<file path="src/rtl/lock_pkg.sv">
// Shared types and constants for the lock's keypad input side.
// Key codes are {row_idx, col_idx} on a standard 1-2-3-A / 4-5-6-B / 7-8-9-C / *-0-#-D pad.
package lock_pkg;

    typedef enum logic [1:0] {
        SCAN     = 2'd0,
        DEBOUNCE = 2'd1,
        HOLD     = 2'd2,
        RELEASE  = 2'd3
    } scan_state_t;

    localparam logic [3:0] ROWS_IDLE = 4'b1111;
    localparam logic [3:0] COL_RESET = 4'b1110;

    localparam logic [3:0] KEY_1    = 4'h0;
    localparam logic [3:0] KEY_2    = 4'h1;
    localparam logic [3:0] KEY_3    = 4'h2;
    localparam logic [3:0] KEY_A    = 4'h3;
    localparam logic [3:0] KEY_4    = 4'h4;
    localparam logic [3:0] KEY_5    = 4'h5;
    localparam logic [3:0] KEY_6    = 4'h6;
    localparam logic [3:0] KEY_B    = 4'h7;
    localparam logic [3:0] KEY_7    = 4'h8;
    localparam logic [3:0] KEY_8    = 4'h9;
    localparam logic [3:0] KEY_9    = 4'hA;
    localparam logic [3:0] KEY_C    = 4'hB;
    localparam logic [3:0] KEY_STAR = 4'hC;
    localparam logic [3:0] KEY_0    = 4'hD;
    localparam logic [3:0] KEY_HASH = 4'hE;
    localparam logic [3:0] KEY_D    = 4'hF;

    // True when exactly one line of an active-low 4-bit group is asserted.
    function automatic logic one_low(input logic [3:0] v);
        return (v == 4'b1110) || (v == 4'b1101) || (v == 4'b1011) || (v == 4'b0111);
    endfunction

    function automatic logic [1:0] low_idx(input logic [3:0] v);
        logic [1:0] idx;
        idx = 2'd0;
        case (v)
            4'b1101: idx = 2'd1;
            4'b1011: idx = 2'd2;
            4'b0111: idx = 2'd3;
            default: idx = 2'd0;
        endcase
        return idx;
    endfunction

endpackage

</file>
<file path="src/rtl/scan_tick.sv">
// Free-running divider: one-clk tick every DIV clks, first tick DIV clks after reset.
// No backpressure; tick is a pure function of the count.
module scan_tick #(
    parameter int DIV = 50000
) (
    input  logic clk,
    input  logic rst_n,
    output logic tick
);

    localparam int W = (DIV > 1) ? $clog2(DIV) : 1;
    localparam logic [W-1:0] LAST = W'(DIV - 1);

    logic [W-1:0] cnt;

    always_ff @(posedge clk or negedge rst_n) begin
        if (!rst_n) begin
            cnt <= '0;
        end else if (cnt == LAST) begin
            cnt <= '0;
        end else begin
            cnt <= cnt + W'(1);
        end
    end

    assign tick = (cnt == LAST);

endmodule

</file>
<file path="src/rtl/keypad_scan.sv">
// 4x4 matrix keypad scanner: column drive, debounced press/release, one key_valid per press.
// Latency: key_valid one clk after the DEBOUNCE_CNT-th matching tick; no backpressure on events.
module keypad_scan
    import lock_pkg::*;
#(
    parameter int SCAN_DIV     = 50000,
    parameter int DEBOUNCE_CNT = 4
) (
    input  logic       clk,
    input  logic       rst_n,
    input  logic [3:0] row,
    output logic [3:0] col,
    output logic [3:0] key_code,
    output logic       key_valid,
    output logic       key_down
);

    localparam int CW = $clog2(DEBOUNCE_CNT + 1);
    localparam logic [CW-1:0] CNT_LAST = CW'(DEBOUNCE_CNT - 1);

    logic [3:0]    row_m, row_s;
    logic          tick;
    scan_state_t   state, state_n;
    logic [3:0]    col_n, code_n;
    logic [1:0]    row_idx, row_idx_n, col_idx, col_idx_n;
    logic [CW-1:0] db_cnt, db_cnt_n, rel_cnt, rel_cnt_n;
    logic          valid_n;
    logic [3:0]    col_rot, held_rows;

    scan_tick #(.DIV(SCAN_DIV)) u_tick (
        .clk   (clk),
        .rst_n (rst_n),
        .tick  (tick)
    );

    always_ff @(posedge clk or negedge rst_n) begin
        if (!rst_n) begin
            row_m <= ROWS_IDLE;
            row_s <= ROWS_IDLE;
        end else begin
            row_m <= row;
            row_s <= row_m;
        end
    end

    assign col_rot   = {col[2:0], col[3]};
    // Row pattern expected while the latched key stays the only one down.
    assign held_rows = ~(4'b0001 << row_idx);

    always_comb begin
        state_n   = state;
        col_n     = col;
        row_idx_n = row_idx;
        col_idx_n = col_idx;
        db_cnt_n  = db_cnt;
        rel_cnt_n = rel_cnt;
        code_n    = key_code;
        valid_n   = 1'b0;
        if (tick) begin
            case (state)
                SCAN: begin
                    if (one_low(row_s)) begin
                        row_idx_n = low_idx(row_s);
                        col_idx_n = low_idx(col);
                        db_cnt_n  = CW'(1);
                        if (DEBOUNCE_CNT == 1) begin
                            code_n  = {low_idx(row_s), low_idx(col)};
                            valid_n = 1'b1;
                            state_n = HOLD;
                        end else begin
                            state_n = DEBOUNCE;
                        end
                    end else begin
                        col_n = col_rot;
                    end
                end
                DEBOUNCE: begin
                    if (row_s == held_rows) begin
                        if (db_cnt == CNT_LAST) begin
                            code_n  = {row_idx, col_idx};
                            valid_n = 1'b1;
                            state_n = HOLD;
                        end
                        db_cnt_n = db_cnt + CW'(1);
                    end else begin
                        col_n   = col_rot;
                        state_n = SCAN;
                    end
                end
                HOLD: begin
                    if (row_s == ROWS_IDLE) begin
                        rel_cnt_n = CW'(1);
                        if (DEBOUNCE_CNT == 1) begin
                            col_n   = col_rot;
                            state_n = SCAN;
                        end else begin
                            state_n = RELEASE;
                        end
                    end
                end
                RELEASE: begin
                    if (row_s == ROWS_IDLE) begin
                        if (rel_cnt == CNT_LAST) begin
                            col_n   = col_rot;
                            state_n = SCAN;
                        end
                        rel_cnt_n = rel_cnt + CW'(1);
                    end else begin
                        state_n = HOLD;
                    end
                end
                default: state_n = SCAN;
            endcase
        end
    end

    always_ff @(posedge clk or negedge rst_n) begin
        if (!rst_n) begin
            state     <= SCAN;
            col       <= COL_RESET;
            row_idx   <= 2'd0;
            col_idx   <= 2'd0;
            db_cnt    <= '0;
            rel_cnt   <= '0;
            key_code  <= 4'h0;
            key_valid <= 1'b0;
        end else begin
            state     <= state_n;
            col       <= col_n;
            row_idx   <= row_idx_n;
            col_idx   <= col_idx_n;
            db_cnt    <= db_cnt_n;
            rel_cnt   <= rel_cnt_n;
            key_code  <= code_n;
            key_valid <= valid_n;
        end
    end

    assign key_down = (state == HOLD) || (state == RELEASE);

endmodule

</file>
<file path="config.mk">
export PLATFORM = sky130hd
export DESIGN_NAME = keypad_scan
export DESIGN_NICKNAME = d
export VERILOG_FILES = /design/src/rtl/lock_pkg.sv /design/src/rtl/scan_tick.sv /design/src/rtl/keypad_scan.sv
export SDC_FILE = /design/constraint.sdc
export NUM_CORES = 1
export LEC_CHECK = 0
export CORE_MARGIN = 3
export CORE_UTILIZATION = 35
export DETAILED_ROUTE_END_ITERATION = 10
export MAX_ROUTING_LAYER = met4
export SLEW_MARGIN = 20
export SYNTH_ARGS = -nofsm -noshare
export SYNTH_HDL_FRONTEND = slang
export SYNTH_HIERARCHICAL = 1
export SYNTH_SLANG_ARGS = --single-unit
</file>
<file path="constraint.sdc">
create_clock -name clk -period 2.6 [get_ports clk]
set_input_delay 0.65 -clock clk [delete_from_list [all_inputs] [get_ports clk]]
set_output_delay 0.65 -clock clk [all_outputs]
set_load 0.02 [all_outputs]
</file>
==> impl_metrics.py <==
metrics = {
    "run_status": {
        "status": "completed",
    },
    "power": {
        "cellPowerDensity_nw_per_um2": 523.8,
        "ir_drop_uv": 371.3,
        "p_leak_nw": 1.136,
    },
    "flow_run": {
        "cap_violations": 0,
    },
    "routing": {
        "via_count": 1401,
        "initialDrtViolationCount": 101,
        "wl_mm": 3.694,
        "post_drt_wl_per_cell_um": 13.29,
        "drtPass1Iterations": 4,
        "ant_nets": 0,
        "via_per_inst": 5.040,
        "drc": 0,
    },
    "grt": {
        "grt-ovfl-total": 0,
        "antenna_found_initial": 0,
        "grt_pass1_wl_mm": 6.630,
        "grt_max_degree": 46,
        "track_usage_pct": 11.83,
        "grt_pass1_vias": 1427,
    },
    "layout": {
        "fillers": 578,
        "instances_no_fill": 278,
        "final_nets": 213,
        "insertedDiodeCount": 0,
        "fin_area_um2": 2511,
        "drive_above_1_share_pct": 17.24,
        "syn2layout_area_growth_pct": 15.61,
        "layout_commonest_cell": "dfrtp_1",
        "mostFrequentLayoutCells": "34 x dfrtp_1, 14 x nor2_1, 14 x clkdlybuf4s50_1",
    },
    "worst_setup_path": {
        "critPathKind": "flop to flop",
        "cp_max_fo": 6,
        "crit_slowest_cell": "dfrtp_1",
        "arrival_ps": 2440,
        "worstPathRequired_ps": 2800,
        "crit_chain": "ha_1 > and3_1 > and4_1 > nor2b_1 > o211ai_1 > mux2_1",
        "cp-start-kind": "flop",
        "cp_top_family": "simple AND/OR/NAND/NOR gates",
        "max_stage_delay_ps": 390,
        "path_buf_inv": 0,
        "endpoint_kind": "flop",
    },
    "synthesis": {
        "postSynth.asyncResetShare_pct": 100.0,
        "syn_inst": 185,
        "ys_ff_latch": 45,
        "synth_simple_gate_area_share_pct": 19.01,
        "seq_area_frac_synth_pct": 52.48,
        "syn_area_um2": 2172,
        "syn-num-nets": 196,
        "synth_xor_area_share_pct": 6.797,
        "synth_compound_area_share_pct": 8.525,
        "ys.flop_type": "dfrtp_1",
        "synth_edf_count": 0,
        "muxShareOfSynthArea_pct": 7.143,
        "synth_adder_area_share_pct": 2.880,
        "syn_area_per_cell_um2": 11.74,
        "synth_top_family_by_area": "simple AND/OR/NAND/NOR gates",
        "yosys_warnings": 6,
        "yosysUniqueCellTypes": 51,
    },
    "clocking": {
        "root_buffer": "clkbuf_8",
        "h-tree-depth": 2,
        "cts_sinks": 45,
        "cts_tree": "done",
        "clkSlewWorstSetupHoldPaths_ps": 90,
        "clkLatencyLatePin_ps": 300,
        "cts_hold_buf": 0,
        "clock_path_buffers": 2,
        "cts_buffers": 5,
        "cts_setup_buffers": 0,
        "cts_resized": 0,
    },
    "sta": {
        "skew_ps": 6.800,
        "setup_tns_ps": 0,
        "maxSlewViolCount": 0,
        "fmax_mhz": 444.9,
        "slew-limit-headroom_pct": 63.20,
        "finalCritPeriodShare_pct": 86.46,
        "setup_slack_ps": 352.1,
        "setup_viol": 0,
        "rsz0062_at_grt": "false",
        "tightestPinTransition_ps": 552.1,
        "finalHoldViolations": 0,
        "finalCriticalPeriod_ps": 2248,
    },
    "placed_design": {
        "dpl.cell_count": 270,
        "dp_hpwl_mm": 2.626,
        "dpl_cell_area_um2": 2384,
        "place_ws_ps": 356.5,
        "gp_congestion": 0.7631,
        "io_buffers": 15,
    },
    "floorplanning": {
        "start_util_pct": 36.47,
        "die_y_um": 84.78,
        "die_w_um": 84.78,
        "pin_count": 16,
        "num_rows": 28,
        "core-area_um2": 5956,
        "dieArea_um2": 7187,
    },
    "worst_hold_path": {
        "min-delay-path-class": "flop to flop",
    },
}
synth_stat cells (all sizes together) (3+ instances only):
library cell   n  share of area, %
buf            4               1.4
xor2          11               4.8
and2           3              0.98
clkbuf         3              0.52
and3           5               1.5
and4           5               2.2
dfstp         11                13
nand3b         3               1.0
xnor2          5               2.0
nand2         11               1.9
nand3         10               2.3
mux2          12               6.2
nand4          4               1.2
inv            7               1.2
o21ai          6               1.6
nor2          14               2.4
a21oi          3               1.2
nor3           4               1.2
dfrtp         34                39
ha             5               2.9
metrics by stage:
step	util (%)	total power, W	hold WS (ps)
finish	42.16	0.001315	358.0
global placement	40.02	0.0007696	346.4
global route	42.16	0.001371	365.9
CTS	42.16	0.001334	360.2
floorplan	-	0.0007463	345.2
detailed placement	40.02	0.0007703	346.8
metal layers:
layer	part of all wire, %	track usage, %	vias to the layer above
met1	49	15.49	693
li1	-	-	688
met2	46	17.58	15
met5	0	-	-
met4	1.5	4.317	0
met3	3.4	3.238	5
worst register-to-register path, stage by stage (launching register included):
cell	delay (ps)
dfrtp_1	390
ha_1	190
and3_1	290
and4_1	250
nor2b_1	360
o211ai_1	290
mux2_1	380
worst paths after layout:
path | cells after the start | endpoint | from | slack, ps
max reg2reg | 6 | row_idx[1] | u_tick/cnt[0] | 350
max in group asynchronous | 2 | row_m[0] | rst_n | 1810
max | 6 | row_idx[1] | u_tick/cnt[0] | 350
min in group asynchronous | 2 | col_idx[1] | rst_n | 400
min reg2reg | 0 | row_s[3] | row_m[3] | 360
min | 0 | row_s[3] | row_m[3] | 360
power by group:
part            total, W  switching [W]  internal, W  leakage [nW]
clock           0.000560       0.000250     0.000310        0.0651
sequential      0.000719     0.00000763     0.000711         0.576
combinational  0.0000366      0.0000223    0.0000143         0.496
total            0.00132       0.000280      0.00104          1.14
final cells by class:
cell class	count	area, um^2	share of cell area [%]
sequential	45	1140	45.39
multi-input combinational	126	963.4	38.37
timing repair buffer	17	160.2	6.378
clock buffer	7	118.9	4.733
tap	75	93.84	3.737
inverter	7	26.28	1.046
clock inverter	1	8.758	0.3488
cells by family (layout without fill, tap and decap cells):
logic type                 Yosys count  count (layout)
muxes                               14              14
adders and majority gates            5               5
DFF                                 45              45
xor gates and xnor gates            16              16
AOI/OAI and AO/OA                   21              21
and+or+nand+nor                     70              70
buffers and inverters               14              32
state kept, by name, summed over array words and instances (netlist names):
name / flops
row_idx: 2
row_m: 4
key_code: 4
col: 4
db_cnt: 3
state: 2
u_tick/cnt: 16
row_s: 4
key_valid: 1
col_idx: 2
rel_cnt: 3
Power figures use the tool's default switching activity.
